### config.mk
export PLATFORM = sky130hd
export DESIGN_NAME = ac_motor_vector_pwm
export DESIGN_NICKNAME = d
export VERILOG_FILES = /design/src/rtl/ac_motor_vector_pwm.sv
export SDC_FILE = /design/constraint.sdc
export NUM_CORES = 1
export LEC_CHECK = 0
export ABC_AREA = 1
export CAP_MARGIN = 15
export CORE_MARGIN = 2
export CORE_UTILIZATION = 30
export DETAILED_ROUTE_END_ITERATION = 8
export PLACE_DENSITY_LB_ADDON = 0.25
export SLEW_MARGIN = 20
export SYNTH_ARGS = -nofsm -noshare
export SYNTH_HDL_FRONTEND = slang
export SYNTH_SLANG_ARGS = --single-unit
### constraint.sdc
create_clock -name clk -period 21.4 [get_ports clk]
set_input_delay 5.35 -clock clk [delete_from_list [all_inputs] [get_ports clk]]
set_output_delay 5.35 -clock clk [all_outputs]
set_load 0.01 [all_outputs]
### src/rtl/ac_motor_vector_pwm.sv
// ac_motor_vector_pwm: centre-aligned seven-segment SVPWM sequencer.
// Drives three complementary inverter legs with per-leg dead time.
module ac_motor_vector_pwm #(
    parameter int CLK_FREQ  = 100000000,
    parameter int PWM_FREQ  = 5000,
    parameter int T_WIDTH   = 15,
    parameter int DEAD_TIME = 50
) (
    input  logic               clk,
    input  logic               reset,
    input  logic               enable,
    input  logic [2:0]         sector,
    input  logic [T_WIDTH-1:0] t0,
    input  logic [T_WIDTH-1:0] t1,
    input  logic [T_WIDTH-1:0] t2,
    input  logic [T_WIDTH-1:0] t7,
    output logic               u_h,
    output logic               u_l,
    output logic               v_h,
    output logic               v_l,
    output logic               w_h,
    output logic               w_l,
    output logic               period_start,
    output logic               sum_error,
    output logic               sector_error
);

    localparam int PERIOD = CLK_FREQ / PWM_FREQ;
    localparam int CW     = (PERIOD > 1) ? $clog2(PERIOD) : 1;
    localparam int BW0    = T_WIDTH + 2;
    localparam int BW     = (CW > BW0) ? CW : BW0;
    localparam int DW     = (DEAD_TIME > 0) ? $clog2(DEAD_TIME + 1) : 1;

    localparam logic [CW-1:0] LAST = CW'(PERIOD - 1);

    localparam logic [2:0] V0 = 3'b000;
    localparam logic [2:0] V1 = 3'b100;
    localparam logic [2:0] V2 = 3'b110;
    localparam logic [2:0] V3 = 3'b010;
    localparam logic [2:0] V4 = 3'b011;
    localparam logic [2:0] V5 = 3'b001;
    localparam logic [2:0] V6 = 3'b101;
    localparam logic [2:0] V7 = 3'b111;

    logic [CW-1:0]      cnt;
    logic               at_zero;
    logic [2:0]         lat_sector;
    logic [T_WIDTH-1:0] lat_t0;
    logic [T_WIDTH-1:0] lat_t1;
    logic [T_WIDTH-1:0] lat_t2;
    logic [T_WIDTH-1:0] lat_t7;
    logic               run;
    logic               drive;

    logic [2:0]         s_sec;
    logic [T_WIDTH-1:0] s_t0;
    logic [T_WIDTH-1:0] s_t1;
    logic [T_WIDTH-1:0] s_t2;
    logic [T_WIDTH-1:0] s_t7;
    logic [BW-1:0]      sum_in;
    logic [BW-1:0]      h0;
    logic [BW-1:0]      h1;
    logic [BW-1:0]      h2;
    logic [BW-1:0]      b1;
    logic [BW-1:0]      b2;
    logic [BW-1:0]      b3;
    logic [BW-1:0]      b4;
    logic [BW-1:0]      b5;
    logic [BW-1:0]      b6;
    logic [BW-1:0]      c;
    logic [2:0]         va;
    logic [2:0]         vb;
    logic               sec_ok;
    logic [2:0]         cmd;

    logic [2:0]         tgt;
    logic [2:0]         gh;
    logic [2:0]         gl;
    logic [DW-1:0]      dcnt [3];

    assign at_zero = (cnt == '0);

    always_ff @(posedge clk or posedge reset) begin
        if (reset) begin
            cnt <= '0;
        end else if (cnt == LAST) begin
            cnt <= '0;
        end else begin
            cnt <= cnt + CW'(1);
        end
    end

    // Count 0 uses the live inputs so the period's first vector is on time.
    assign s_sec = at_zero ? sector : lat_sector;
    assign s_t0  = at_zero ? t0 : lat_t0;
    assign s_t1  = at_zero ? t1 : lat_t1;
    assign s_t2  = at_zero ? t2 : lat_t2;
    assign s_t7  = at_zero ? t7 : lat_t7;

    assign sum_in = BW'(t0) + BW'(t1) + BW'(t2) + BW'(t7);

    always_ff @(posedge clk or posedge reset) begin
        if (reset) begin
            lat_sector   <= '0;
            lat_t0       <= '0;
            lat_t1       <= '0;
            lat_t2       <= '0;
            lat_t7       <= '0;
            run          <= 1'b0;
            period_start <= 1'b0;
            sum_error    <= 1'b0;
            sector_error <= 1'b0;
        end else begin
            period_start <= at_zero;
            if (at_zero) begin
                lat_sector   <= sector;
                lat_t0       <= t0;
                lat_t1       <= t1;
                lat_t2       <= t2;
                lat_t7       <= t7;
                run          <= enable;
                sum_error    <= (sum_in != BW'(PERIOD));
                sector_error <= (sector > 3'd5);
            end else if (!enable) begin
                run <= 1'b0;
            end
        end
    end

    assign drive = enable && (at_zero || run);

    always_comb begin
        h0 = BW'(s_t0 >> 1);
        h1 = BW'(s_t1 >> 1);
        h2 = BW'(s_t2 >> 1);
        b1 = h0;
        b2 = b1 + h1;
        b3 = b2 + h2;
        b4 = b3 + BW'(s_t7);
        b5 = b4 + (BW'(s_t2) - h2);
        b6 = b5 + (BW'(s_t1) - h1);
    end

    assign c = BW'(cnt);

    // Va/Vb ordering keeps every transition to a single leg.
    always_comb begin
        va     = V0;
        vb     = V0;
        sec_ok = 1'b1;
        unique case (s_sec)
            3'd0: begin va = V1; vb = V2; end
            3'd1: begin va = V3; vb = V2; end
            3'd2: begin va = V3; vb = V4; end
            3'd3: begin va = V5; vb = V4; end
            3'd4: begin va = V5; vb = V6; end
            3'd5: begin va = V1; vb = V6; end
            default: sec_ok = 1'b0;
        endcase
    end

    always_comb begin
        cmd = V0;
        unique case (1'b1)
            (c < b1):               cmd = V0;
            (c >= b1) && (c < b2):  cmd = va;
            (c >= b2) && (c < b3):  cmd = vb;
            (c >= b3) && (c < b4):  cmd = V7;
            (c >= b4) && (c < b5):  cmd = vb;
            (c >= b5) && (c < b6):  cmd = va;
            (c >= b6):              cmd = V0;
        endcase
        if (!sec_ok) begin
            cmd = V0;
        end
    end

    always_ff @(posedge clk or posedge reset) begin
        if (reset) begin
            tgt <= '0;
            gh  <= '0;
            gl  <= '0;
            for (int i = 0; i < 3; i++) begin
                dcnt[i] <= '0;
            end
        end else begin
            for (int i = 0; i < 3; i++) begin
                if (!drive) begin
                    tgt[i]  <= 1'b0;
                    gh[i]   <= 1'b0;
                    gl[i]   <= 1'b0;
                    dcnt[i] <= '0;
                end else if (cmd[i] != tgt[i]) begin
                    tgt[i] <= cmd[i];
                    if (DEAD_TIME == 0) begin
                        gh[i]   <= cmd[i];
                        gl[i]   <= !cmd[i];
                        dcnt[i] <= '0;
                    end else begin
                        gh[i]   <= 1'b0;
                        gl[i]   <= 1'b0;
                        dcnt[i] <= DW'(DEAD_TIME);
                    end
                end else if (dcnt[i] > DW'(1)) begin
                    dcnt[i] <= dcnt[i] - DW'(1);
                    gh[i]   <= 1'b0;
                    gl[i]   <= 1'b0;
                end else begin
                    dcnt[i] <= '0;
                    gh[i]   <= tgt[i];
                    gl[i]   <= !tgt[i];
                end
            end
        end
    end

    assign u_h = gh[2];
    assign u_l = gl[2];
    assign v_h = gh[1];
    assign v_l = gl[1];
    assign w_h = gh[0];
    assign w_l = gl[0];

endmodule

==> results.toml <==
[power]
switchingPower_uw = 1092
peakVddDrop_mv = 0.07725
internal-power_uw = 919.3
power_uw = 2011
p_sw_frac = 0.5429
power_frac_clock = 0.091
power_density_nw_per_um2 = 129.8
seq_power_share = 0.105
leakage_uw = 0.008315
combPwrFrac = 0.804

[cts]
cts_tree = "built"
root_buffer = "clkbuf_16"
numCtsBuffers = 9
cts_setup_buffers = 0
clock-sinks = 108
h-tree-depth = 3
clkLatencyLatePin_ns = 0.41
clockBufferDepth = 2
cts_repair_resize_count = 0
cts-hold-fix-buffers = 0
path_clk_slew_ns = 0.08

[setup_path]
worst-setup-path-type = "input pin to flop"
crit_slowest_cell = "o311ai_0"
r2r-start = "cnt[0]"
r2r-end = "dcnt[17]"
cp-startpoint = "t1[1]"
start_kind = "input pin"
r2r_cells = 54
end_kind = "flop"
critPathCapture = "dcnt[17]"
crit_path_max_incr_delay_ns = 0.75
worstPathMaxFanout = 5
cpMostUsedCell = "nand2_1"
critPathRequiredTime_ns = 21.69
arrival_ns = 13.57
reg2reg_setup_slack_ns = 11.75

[timing]
fin_skew_ns = 0.02341
post-route-period-util = 0.6209
rsz0062_at_grt = "false"
fmax_mhz = 75.26
hold_viol = 0
setup_viol = 0
slew_viol_final = 0
relSlewSlack = 0.3845
tns_ns = 0
period_minus_slack_ns = 13.29
worstMarginPinSlew_ns = 0.9233
hold_ws_ns = 0.4734

[grt]
grt_pass1_wl_mm = 65.75
track_usage = 0.1810
antenna_found_initial = 0
grt_overflow = 0
grt_pass1_vias = 12500
grt_max_degree = 75

[synthesis]
yosys.area_share.simple = 0.3069
synth_top_area_share = 0.1970
muxShareOfSynthArea = 0
synth.net_count = 2211
synth_cells = 1903
synthAdderAreaFrac = 0.2404
yosysMostFrequentCell = "nand2_1"
synth_common_cells = "nand2_1 (486), inv_1 (290), ha_1 (206)"
synthArstFlopShare = 1.000
yosysTopAreaCell = "dfrtp_1"
synthXorXnorAreaFrac = 0.06503
seq_area_frac_synth = 0.1970
synth_compound_area_frac = 0.1007
synthesis.area_um2 = 13720
ys_types = 54
synth-main-ff-cell = "dfrtp_1"
synth_area_leaders = "dfrtp_1 (20%), ha_1 (19%), nand2_1 (13%)"
synth_edf_count = 0
synth_seq_cells = 108
yosysWarningCount = 0
synth_top_family_by_area = "simple AND/OR/NAND/NOR gates"
postSynthAreaPerCell_um2 = 7.209

[placed_design]
io_buffer_count = 74
dp_cells = 2571
gp_congestion = 0.8785
dpl.hpwl_mm = 35.25

[finish]
fin_nets = 2290
fin_cells = 2587
drive_gt1_frac = 0.08052
regArea_um2 = 2703
area_growth_pct = 12.92
diodes = 0
fillCellCount = 4850
multi_input_area_um2 = 9782

[routing]
drc = 0
drt_iter0_drc = 677
routedWlPerCell_um = 16.04
ant_nets = 0
drt-pass1-iter-count = 5
wl_mm = 41.48
via_per_inst = 4.749
vias = 12290

[floorplan]
start_util = 0.3029
die_area_um2 = 47450
core_area_um2 = 45280
die_y_um = 217.8
die_w_um = 217.8
std_cell_rows = 78
io_pins = 75

[min_path]
whs_path_depth = 1
hp-class = "flop to flop"

[run_status]
outcome = "completed"

[job]
drv_cap = 0
registers in the layout, indices dropped and copies added, names as in the netlist:
name,flops
dcnt,18
gl,3
sector_error,1
lat_sector,3
sum_error,1
tgt,3
lat_t2,15
lat_t1,15
run,1
cnt,15
lat_t0,14
lat_t7,15
period_start,1
gh,3
cell families (layout without fill, tap and decap cells):
group | after synthesis | after routing
AO/OA/AOI/OAI | 236 | 236
XOR/XNOR | 101 | 101
adder cells (fa/ha/maj) | 242 | 242
buffers and inverters | 314 | 398
flip-flops | 108 | 108
AND/OR/NAND/NOR | 902 | 902
how the worst min path moves through the flow:
stage,from,end,slack (ns)
3_3_place_gp,cnt[0],cnt[0],0.45
2_1_floorplan,cnt[0],cnt[0],0.43
4_1_cts,cnt[0],cnt[0],0.48
6_report,cnt[0],cnt[0],0.47
5_1_grt,cnt[0],cnt[0],0.50
3_5_place_dp,lat_t1[0],lat_t1[0],0.47
metal layers:
metal,part of all wire,vias up,wire length (um),global-route usage
met2,0.45,209,18490,0.2961
met5,0,-,0,0
met4,0.028,0,1149,0.06032
met3,0.037,50,1534,0.02524
met1,0.49,5708,20310,0.2447
li1,-,6319,-,-
area by class of cell:
class,count,share of cell area
Clock buffer,9,0.01454
Clock inverter,7,0.005897
Inverter,298,0.07246
Multi-Input combinational cell,1481,0.6315
Sequential cell,108,0.1745
Tap cell,600,0.04847
Timing Repair Buffer,84,0.05267
per-stage QoR:
stage               worst slack, ns  cell area [um2]    util
floorplan                     9.544            13720       -
global route                  7.365            15490  0.3421
detailed placement            7.797            15170  0.3351
finish                        8.113            15490  0.3421
global placement              7.877            15170  0.3351
CTS                           8.179            15490  0.3421
placed cells by master (no fill, tap or decap), types with 4 or more instances in the layout:
master	count
a31oi_1	7
clkbuf_16	9
inv_1	289
buf_4	10
ha_1	206
fa_1	36
nand2_2	58
nor2_2	8
dfrtp_1	108
o22ai_1	4
nor2_8	4
a21oi_1	120
nand4_1	35
nor3_1	11
nand2_1	486
o21bai_1	14
nor2_4	6
nand3_1	100
nor2_1	134
o21ai_0	44
a21o_1	8
o211ai_1	5
nand3b_1	9
nand3_2	19
clkdlybuf4s50_1	74
inv_2	6
xnor2_1	27
a211oi_1	7
nor4_1	8
nand2_4	18
xor2_1	73
worst max-delay path, delay by kind of cell:
kind	cells	cell delay [ns]
AO/OA/AOI/OAI	5	1.49
XOR/XNOR	4	0.68
adder cells (fa/ha/maj)	7	1.99
buffers and inverters	8	0.98
AND/OR/NAND/NOR	25	3.10
power groups by stage:
stage / Sequential, uW / Combinational [uW] / Clock, uW
after floorplan: 215 / 1250 / 0
after global placement: 215 / 1590 / 0
after detailed placement: 216 / 1610 / 0
after CTS: 212 / 1620 / 191
after global routing: 212 / 1840 / 199
final: 211 / 1620 / 183
No activity file was read; power rests on OpenSTA's default activity.
